[src/rtl/sense_filter_bank.sv]
// Bank of independent edge-rate filters: each channel times the interval between
// accepted sense edges, rejects glitches/overlong gaps, and flags rate violations and faults.
module sense_filter_bank #(
    parameter int CHANNELS      = 4,
    parameter int COUNTER_WIDTH = 16,
    parameter int STRIKE_WIDTH  = 4
) (
    input  logic                              sys_clk_i,
    input  logic                              sync_rst_i,
    input  logic                              enable_i,
    input  logic [CHANNELS-1:0]               sense_i,
    input  logic [CHANNELS-1:0]               polarity_en_i,
    input  logic [CHANNELS-1:0]               polarity_i,
    input  logic [COUNTER_WIDTH-1:0]          min_band_m1_i,
    input  logic [COUNTER_WIDTH-1:0]          min_violation_m1_i,
    input  logic [COUNTER_WIDTH-1:0]          max_violation_m1_i,
    input  logic [COUNTER_WIDTH-1:0]          max_band_m1_i,
    input  logic [STRIKE_WIDTH-1:0]           strike_limit_i,
    input  logic [CHANNELS-1:0]               fault_clear_i,
    output logic [CHANNELS-1:0]               event_o,
    output logic [CHANNELS-1:0]               over_violation_o,
    output logic [CHANNELS-1:0]               under_violation_o,
    output logic [CHANNELS-1:0]               over_fault_o,
    output logic [CHANNELS-1:0]               under_fault_o,
    output logic [CHANNELS*COUNTER_WIDTH-1:0] rate_o
);

    localparam logic [COUNTER_WIDTH-1:0] CNT_ONE    = COUNTER_WIDTH'(1);
    localparam logic [STRIKE_WIDTH-1:0]  STRIKE_ONE = STRIKE_WIDTH'(1);

    genvar n;
    for (n = 0; n < CHANNELS; n++) begin : g_ch
        logic                     sense_q;
        logic [COUNTER_WIDTH-1:0] cnt_q, cnt_d;
        logic                     armed_q, armed_d;
        logic [STRIKE_WIDTH-1:0]  over_strike_q, over_strike_d;
        logic [STRIKE_WIDTH-1:0]  under_strike_q, under_strike_d;
        logic                     event_q, event_d;
        logic                     over_viol_q, over_viol_d;
        logic                     under_viol_q, under_viol_d;
        logic                     over_fault_q, over_fault_d;
        logic                     under_fault_q, under_fault_d;
        logic [COUNTER_WIDTH-1:0] rate_q, rate_d;

        logic                     is_edge;
        logic                     under_band;
        logic                     over_band;
        logic                     qualified;
        logic [COUNTER_WIDTH-1:0] cnt_inc;
        logic [STRIKE_WIDTH-1:0]  over_strike_inc;
        logic [STRIKE_WIDTH-1:0]  under_strike_inc;

        assign is_edge    = sense_i[n] ^ sense_q;
        assign under_band = (cnt_q <= min_band_m1_i);
        assign over_band  = (cnt_q >= max_band_m1_i);
        // polarity=0 tracks the high phase, so the falling edge closes the interval
        assign qualified  = !polarity_en_i[n] || (polarity_i[n] ? sense_i[n] : !sense_i[n]);

        assign cnt_inc          = (&cnt_q) ? cnt_q : cnt_q + CNT_ONE;
        assign over_strike_inc  = (&over_strike_q) ? over_strike_q : over_strike_q + STRIKE_ONE;
        assign under_strike_inc = (&under_strike_q) ? under_strike_q : under_strike_q + STRIKE_ONE;

        always_comb begin
            cnt_d          = cnt_inc;
            armed_d        = armed_q;
            over_strike_d  = over_strike_q;
            under_strike_d = under_strike_q;
            event_d        = 1'b0;
            over_viol_d    = 1'b0;
            under_viol_d   = 1'b0;
            rate_d         = rate_q;
            over_fault_d   = over_fault_q;
            under_fault_d  = under_fault_q;

            if (!enable_i) begin
                cnt_d          = '0;
                armed_d        = 1'b0;
                over_strike_d  = '0;
                under_strike_d = '0;
            end else if (is_edge) begin
                if (!armed_q) begin
                    armed_d = 1'b1;
                    cnt_d   = '0;
                end else if (!under_band) begin
                    // over-band edges only resync the counter
                    cnt_d = '0;
                    if (!over_band && qualified) begin
                        event_d        = 1'b1;
                        rate_d         = cnt_q;
                        over_viol_d    = (cnt_q >= max_violation_m1_i);
                        under_viol_d   = (cnt_q <= min_violation_m1_i);
                        over_strike_d  = over_viol_d ? over_strike_inc : '0;
                        under_strike_d = under_viol_d ? under_strike_inc : '0;
                    end
                end
            end

            if (fault_clear_i[n]) begin
                over_strike_d  = '0;
                under_strike_d = '0;
                over_fault_d   = 1'b0;
                under_fault_d  = 1'b0;
            end else begin
                if (strike_limit_i != '0 && over_strike_d >= strike_limit_i)
                    over_fault_d = 1'b1;
                if (strike_limit_i != '0 && under_strike_d >= strike_limit_i)
                    under_fault_d = 1'b1;
            end
        end

        always_ff @(posedge sys_clk_i) begin
            if (sync_rst_i) begin
                sense_q        <= 1'b0;
                cnt_q          <= '0;
                armed_q        <= 1'b0;
                over_strike_q  <= '0;
                under_strike_q <= '0;
                event_q        <= 1'b0;
                over_viol_q    <= 1'b0;
                under_viol_q   <= 1'b0;
                over_fault_q   <= 1'b0;
                under_fault_q  <= 1'b0;
                rate_q         <= '0;
            end else begin
                sense_q        <= sense_i[n];
                cnt_q          <= cnt_d;
                armed_q        <= armed_d;
                over_strike_q  <= over_strike_d;
                under_strike_q <= under_strike_d;
                event_q        <= event_d;
                over_viol_q    <= over_viol_d;
                under_viol_q   <= under_viol_d;
                over_fault_q   <= over_fault_d;
                under_fault_q  <= under_fault_d;
                rate_q         <= rate_d;
            end
        end

        assign event_o[n]                                  = event_q;
        assign over_violation_o[n]                         = over_viol_q;
        assign under_violation_o[n]                        = under_viol_q;
        assign over_fault_o[n]                             = over_fault_q;
        assign under_fault_o[n]                            = under_fault_q;
        assign rate_o[n*COUNTER_WIDTH +: COUNTER_WIDTH]    = rate_q;
    end

endmodule

[config.mk]
export PLATFORM = sky130hd
export DESIGN_NAME = sense_filter_bank
export DESIGN_NICKNAME = d
export VERILOG_FILES = /design/src/rtl/sense_filter_bank.sv
export SDC_FILE = /design/constraint.sdc
export NUM_CORES = 1
export LEC_CHECK = 0
export ABC_AREA = 1
export BUFFER_PORTS_ARGS = -buffer_cell sky130_fd_sc_hd__buf_2
export CAP_MARGIN = 20
export CELL_PAD_IN_SITES_DETAIL_PLACEMENT = 0
export CELL_PAD_IN_SITES_GLOBAL_PLACEMENT = 1
export CORE_MARGIN = 4
export CORE_UTILIZATION = 40
export CTS_BUF_LIST = sky130_fd_sc_hd__clkbuf_2
export CTS_CLUSTER_DIAMETER = 60
export DETAILED_ROUTE_END_ITERATION = 12
export PLACE_DENSITY = 0.87
export SETUP_SLACK_MARGIN = 0.02
export SLEW_MARGIN = 0
export SYNTH_ARGS = -nofsm -noshare
export SYNTH_HDL_FRONTEND = slang
export SYNTH_SLANG_ARGS = --single-unit
[constraint.sdc]
create_clock -name sys_clk_i -period 2.8 [get_ports sys_clk_i]
set_input_delay 0.56 -clock sys_clk_i [delete_from_list [all_inputs] [get_ports sys_clk_i]]
set_output_delay 0.56 -clock sys_clk_i [all_outputs]
set_load 0.1 [all_outputs]
Word level (Yosys, flattened, before mapping)
Cells that the tools add are included.

storage, ports and cells
  bits in registers = 188
  latch bits = 0
  RAM bits = 0
  memory bits (read-only) = 0
  output and inout port bits = 84
  logic and storage cells = 239
  memories kept = 0

cells by class
  add/sub/neg operators = 12
  multipliers = 0
  div/mod/pow operators = 0
  $lt $le $gt $ge = 24
  eq/ne operators = 0
  shift operators = 0
  muxes and demuxes = 80
  bitwise operators = 21
  reduce and logical (&&, ||, !) cells = 58

operators by type and width
  cell                                            count
  two-way mux 16 bit                              16
  two-way mux 4 bit                               56
  greater-or-equal comparator 16 bit              8
  less-or-equal comparator 16 bit                 8
  adder 16 x 1 -> 16 bit (second input constant)  4
  AND reduction 16 bit                            4
  adder 4 x 1 -> 4 bit (second input constant)    8
  greater-or-equal comparator 4 bit               8
  AND reduction 4 bit                             8
  OR reduction 6 bit                              4
  AND reduction 5 bit                             4
  OR reduction 5 bit                              4
  inverter 1 bit                                  17
  logical AND 1 bit                               12
  logical NOT 1 bit                               12
  OR reduction 2 bit                              5
  two-way mux 1 bit                               8
  logical OR 1 bit                                4
  nonzero test 4 bit                              1
  XOR 1 bit                                       4

Depth between registers and ports, before layout
  depth in word-level cells = 11
  mapped depth = 25
  depth with buffers taken out = 24

Least setup slack after synthesis
OpenSTA, ideal clock, no wires.

  path kind = input to register
  start point = in min_band_m1_i[15]
  end point = reg g_ch[3].over_fault_q
  library setup time = 132 ps
  arrival time = 2862 ps
  required time = 2668 ps
  path slack = -194 ps
  cell stages on the path = 20
  cell sequence = inv_1 > ha_1 > nand2_1 > nor3_1 > nand2_1 > nand2_1 > nand2_1 > nor2_2 > buf_4 > nand2_1 > nand2_1 > nand2_1 > nand2_1 > inv_1 > ha_1 > a21boi_0 > o21a_1 > o21a_1 > o21ai_0 > a21oi_1

on the way
  cells in the longest elaborated chain, start to end = 7

RTL lines
  element                            RTL line  source
  from (decl)                        14        input logic [COUNTER_WIDTH-1:0] min_band_m1_i,
  less-or-equal comparator 16 bit    54        assign under_band = (cnt_q <= min_band_m1_i);
  two-way mux 4 bit                  84        end else if (!under_band) begin
  two-way mux 4 bit                  81        if (!armed_q) begin
  two-way mux 4 bit                  80        end else if (is_edge) begin
  two-way mux 4 bit                  75        if (!enable_i) begin
  greater-or-equal comparator 4 bit  104       if (strike_limit_i != '0 && over_strike_d >= strike_limit_i)
  logical AND 1 bit                  104
  to (signal assigned)               133       over_fault_q <= over_fault_d;
  to (decl)                          41        logic over_fault_q, over_fault_d;

Every way passes these cells.
A chain may end at the register's enable or synchronous reset.

Worst setup path in the final report
  start point = reg g_ch[2].cnt_q[1]
  end point = reg g_ch[2].under_fault_q

on the way
  cells in the longest elaborated chain, start to end = 10

RTL lines
  element                              RTL line  source
  from (decl)                          34        logic [COUNTER_WIDTH-1:0] cnt_q, cnt_d;
  from (signal assigned)               126       cnt_q <= cnt_d;
  greater-or-equal comparator 16 bit   55        assign over_band = (cnt_q >= max_band_m1_i);
  logical NOT 1 bit                    87        if (!over_band && qualified) begin
  logical AND 1 bit                    87
  two-way mux 4 bit                    87
  two-way mux 4 bit *                  84
  two-way mux 4 bit *                  81
  two-way mux 4 bit *                  80
  two-way mux 4 bit *                  75
  greater-or-equal comparator 4 bit *  106       if (strike_limit_i != '0 && under_strike_d >= strike_limit_i)
  logical AND 1 bit *                  106
  to (signal assigned)                 134       under_fault_q <= under_fault_d;
  to (decl)                            42        logic under_fault_q, under_fault_d;

Every way passes the cells marked *; elsewhere a longest branch is shown, timed or not.

==> flow_summary.yaml <==
yosys:
  biggest_area_contributors_in_the_synthesized_netlist: "dfxtp_1, ha_1, nand2_1, nor2_1, inv_1"
  synth_cells: 2199
  async_reset_ff_share_pct: 0
  synth.distinct_cells: 48
  synth_area_mm2: 0.0154
  synth_top_cells_by_count: "nand2_1, nor2_1, ha_1, inv_1, dfxtp_1"
  synth-edff-count: 0
  yosysWarnings: 0
  ys_ff_latch: 188
  synth_area_per_cell_um2: 7.00
  post-synth-top-count-cell: "nand2_1"
  yosysSeqAreaShare_pct: 24.4
  synth_top_area_share_pct: 24.4
  post-synth-top-area-cell: "dfxtp_1"
  mappedNetlistNets: 2586
  synth_ff_type: "dfxtp_1"
pwr:
  total_leakage_power_uw: 0.0104
  peakVddDrop_mv: 0.304
  power.density_mw_per_mm2: 259
sta:
  post-route-period-util_pct: 104
  fin_ws_ps: -115
  final-max-slew-violation-count: 0
  setup-violations-final: 8
  finalWorstPathRequiredPeriod_ps: 2910
  worst_clock_skew_ps: 45.4
  maxSlewHeadroom_pct: 61.0
  max_clock_freq_mhz: 343
  final_hold_viol_count: 0
  max_slew.worst_pin.slew_ps: 585
  setup_repair_after_global_routing_missed_its_margin: "true"
drt:
  detailedRoute.firstIterationViolations: 796
  route.detailed.vias_per_inst: 5.14
  ant_nets: 0
  wl_um: 52400
  drcViolationCount: 0
  route.vias.total: 16000
  avgRoutedWirePerCell_um: 16.9
  detailed_router_iteration_count_before_antenna_repair: 5
placed_design:
  placedInstanceArea_mm2: 0.0184
  detailedPlacementHpwl_um: 40900
  place_worst_setup_slack_ps: -585
  globalplace.congestion: 0.930
  placement.io_buffers: 170
critical_path:
  critical_path.startpoint_type: "flop"
  cp_slowest_stage_delay_ps: 450
  critical_path_cell_count: 22
  worst-setup-path-type: "flop to flop"
  worst-r2r-cell-count: 22
  worst-endpoint-required_ps: 3570
  cp.arrival_ps: 3680
  crit_path_max_fanout: 4
  r2r_start: "g_ch[2].cnt_q[1]"
  worstSetupEndpointType: "flop"
  timing.critical_path.from: "g_ch[2].cnt_q[1]"
  critical_path.slowest_cell: "dfxtp_4"
  path_buf_inv: 4
  critical_path.top_delay_family: "simple AND/OR/NAND/NOR gates"
  timing.critical_path.mode_cell: "nand2_1"
  worst_path_cell_chain: "buf_8, ha_4, nand2_1, nand2_1, nand2_1, nand2_1, nand2_1, nand2_1, nand2_2, nand2_2, nand2_4, buf_6, nor2_4, buf_4, nand3_1, nand3_1, inv_1, ha_1, o21a_1, o21a_1, o21ai_1, a21oi_1"
floorplanning:
  io_pins: 171
  fp-row-count: 71
  dieHeight_um: 204
  chipWidth_um: 204
  design.die.area_mm2: 0.0417
  initial_core_util_pct: 40.7
  fp.coreArea_mm2: 0.0378
grt:
  pin_count_of_the_biggest_net_entering_global_routing: 65
  grt.total_usage_pct: 24.7
  number_of_antenna_violations_at_the_first_check_in_global_routing: 1
  global_route.overflow_total: 0
  grt_pass1_wl_um: 81700
  number_of_global_route_vias_before_repair: 15700
min_path:
  hold_class: "input port to flop"
  timing.hold.worst_path_depth: 4
  min_from: "enable_i"
cts:
  cts_buffers: 17
  clock_tree.htree_level_count: 4
  clock_tree_root: "clkbuf_2"
  tritoncts: "done"
  clkSlewWorstSetupHoldPaths_ps: 310
  insertion_delay_ps: 850
  cts.path.max_buffers: 2
  cts.sink_count: 188
status:
  failed_checks: "negative setup slack"
  status: "finished with violations"
finish:
  layout_cell_share_with_drive_strength_beyond_1_pct: 28.1
  area_growth_syn_to_layout_pct: 31.4
  post-route-cell-area_mm2: 0.0202
  fin_nets: 2966
run:
  timing.max_cap.violations: 0
==> layout make-up <==
class / instances / area [um2]
clock buffers: 18 / 90.1
inverters: 300 / 1150
clock inverters: 14 / 145
well taps: 511 / 639
fillers: 3673 / 17600
diodes: 1 / 2.50
multi-input cells: 1657 / 11300
flip-flops and latches: 188 / 3910
repair buffers: 415 / 3030
==> registers in the layout, summed over array words and instances (netlist names) <==
| name | count |
|---|---|
| g_ch.over_viol_q | 4 |
| g_ch.under_strike_q | 16 |
| g_ch.cnt_q | 64 |
| g_ch.over_fault_q | 4 |
| g_ch.under_fault_q | 4 |
| g_ch.rate_q | 64 |
| g_ch.over_strike_q | 16 |
| g_ch.event_q | 4 |
| g_ch.under_viol_q | 4 |
| g_ch.sense_q | 4 |
| g_ch.armed_q | 4 |
==> cell usage in the layout, fill, tap and decap left out, types with 5 or more instances in the layout <==
cell	count
nor2_1	340
nand2_1	325
inv_1	271
ha_1	248
buf_4	197
buf_2	170
o21ai_0	134
dfxtp_1	130
a21oi_1	121
nand3_1	84
nand2_2	52
ha_4	50
nor3_1	40
nand4_1	31
dfxtp_4	30
dfxtp_2	28
xor2_1	27
nand3_2	27
inv_2	21
o21a_1	20
o21ai_1	19
clkbuf_2	18
buf_12	18
buf_6	18
nor2_2	14
nand2_4	13
a21o_1	10
a211oi_1	10
xnor2_1	9
dlygate4sd3_1	9
or2_2	7
nor3b_1	7
inv_4	6
a21oi_2	6
inv_6	6
nor2_4	5
a31oi_1	5
nor3_2	5
==> power breakdown <==
| group | internal, uW | switching, uW | total, uW |
|---|---|---|---|
| registers | 2680 | 18.8 | 2700 |
| logic | 423 | 659 | 1080 |
| clock network | 365 | 1090 | 1460 |
| total | 3470 | 1770 | 5240 |
==> worst reg2reg max path: cells and delay by family, from the launching register on <==
kind / cells / cell delay, ps
buffers and inverters: 4 / 470
flip-flops: 1 / 450
AND/OR/NAND/NOR: 12 / 890
adder cells (fa/ha/maj): 2 / 530
AO/OA/AOI/OAI: 4 / 500
==> logic make-up after synthesis <==
family | count (synthesis) | synth area share [%]
simple gates | 971 | 27.0
fa+ha+maj | 300 | 24.4
flops | 188 | 24.4
xor+xnor | 36 | 2.05
mux | 8 | 0.552
buf+inv | 355 | 9.56
compound gates | 341 | 12.0
==> per-layer routing <==
metal / wire [um] / global-route usage [%]
met5: 0 / 0
met4: 2360 / 11.2
met3: 2600 / 3.46
met1: 22700 / 30.8
met2: 24800 / 42.2
==> what timing repair did <==
action / in CTS / in global routing
gates cloned: 1 / 0
resized for setup: 196 / 112
setup buffers: 27 / 22
setup endpoints to repair: 8 / 26
pin swaps: 69 / 86
hold buffers: 9 / 0
endpoints found under the hold margin: 34 / 0
==> stage by stage <==
step | util (%) | setup TNS, ps | hold slack, ps | instances | power, uW
after floorplan | - | -392 | 426 | 2199 | 3340
after global placement | 48.5 | -5540 | 437 | 3016 | 3710
after detailed placement | 48.5 | -7420 | 440 | 3016 | 3740
after CTS | 51.8 | -374 | 16.7 | 3082 | 5240
after global routing | 53.5 | -2100 | 15.6 | 3104 | 5530
final | 53.5 | -597 | 119 | 3104 | 5240
==> path summary, 6_finish.rpt <==
check	end	slack, ps
max	g_ch[2].under_fault_q	-110
min	g_ch[1].over_strike_q[1]	120
max reg2reg	g_ch[2].under_fault_q	-110
min reg2reg	g_ch[0].over_fault_q	460
No activity file was read; power rests on OpenSTA's default activity.
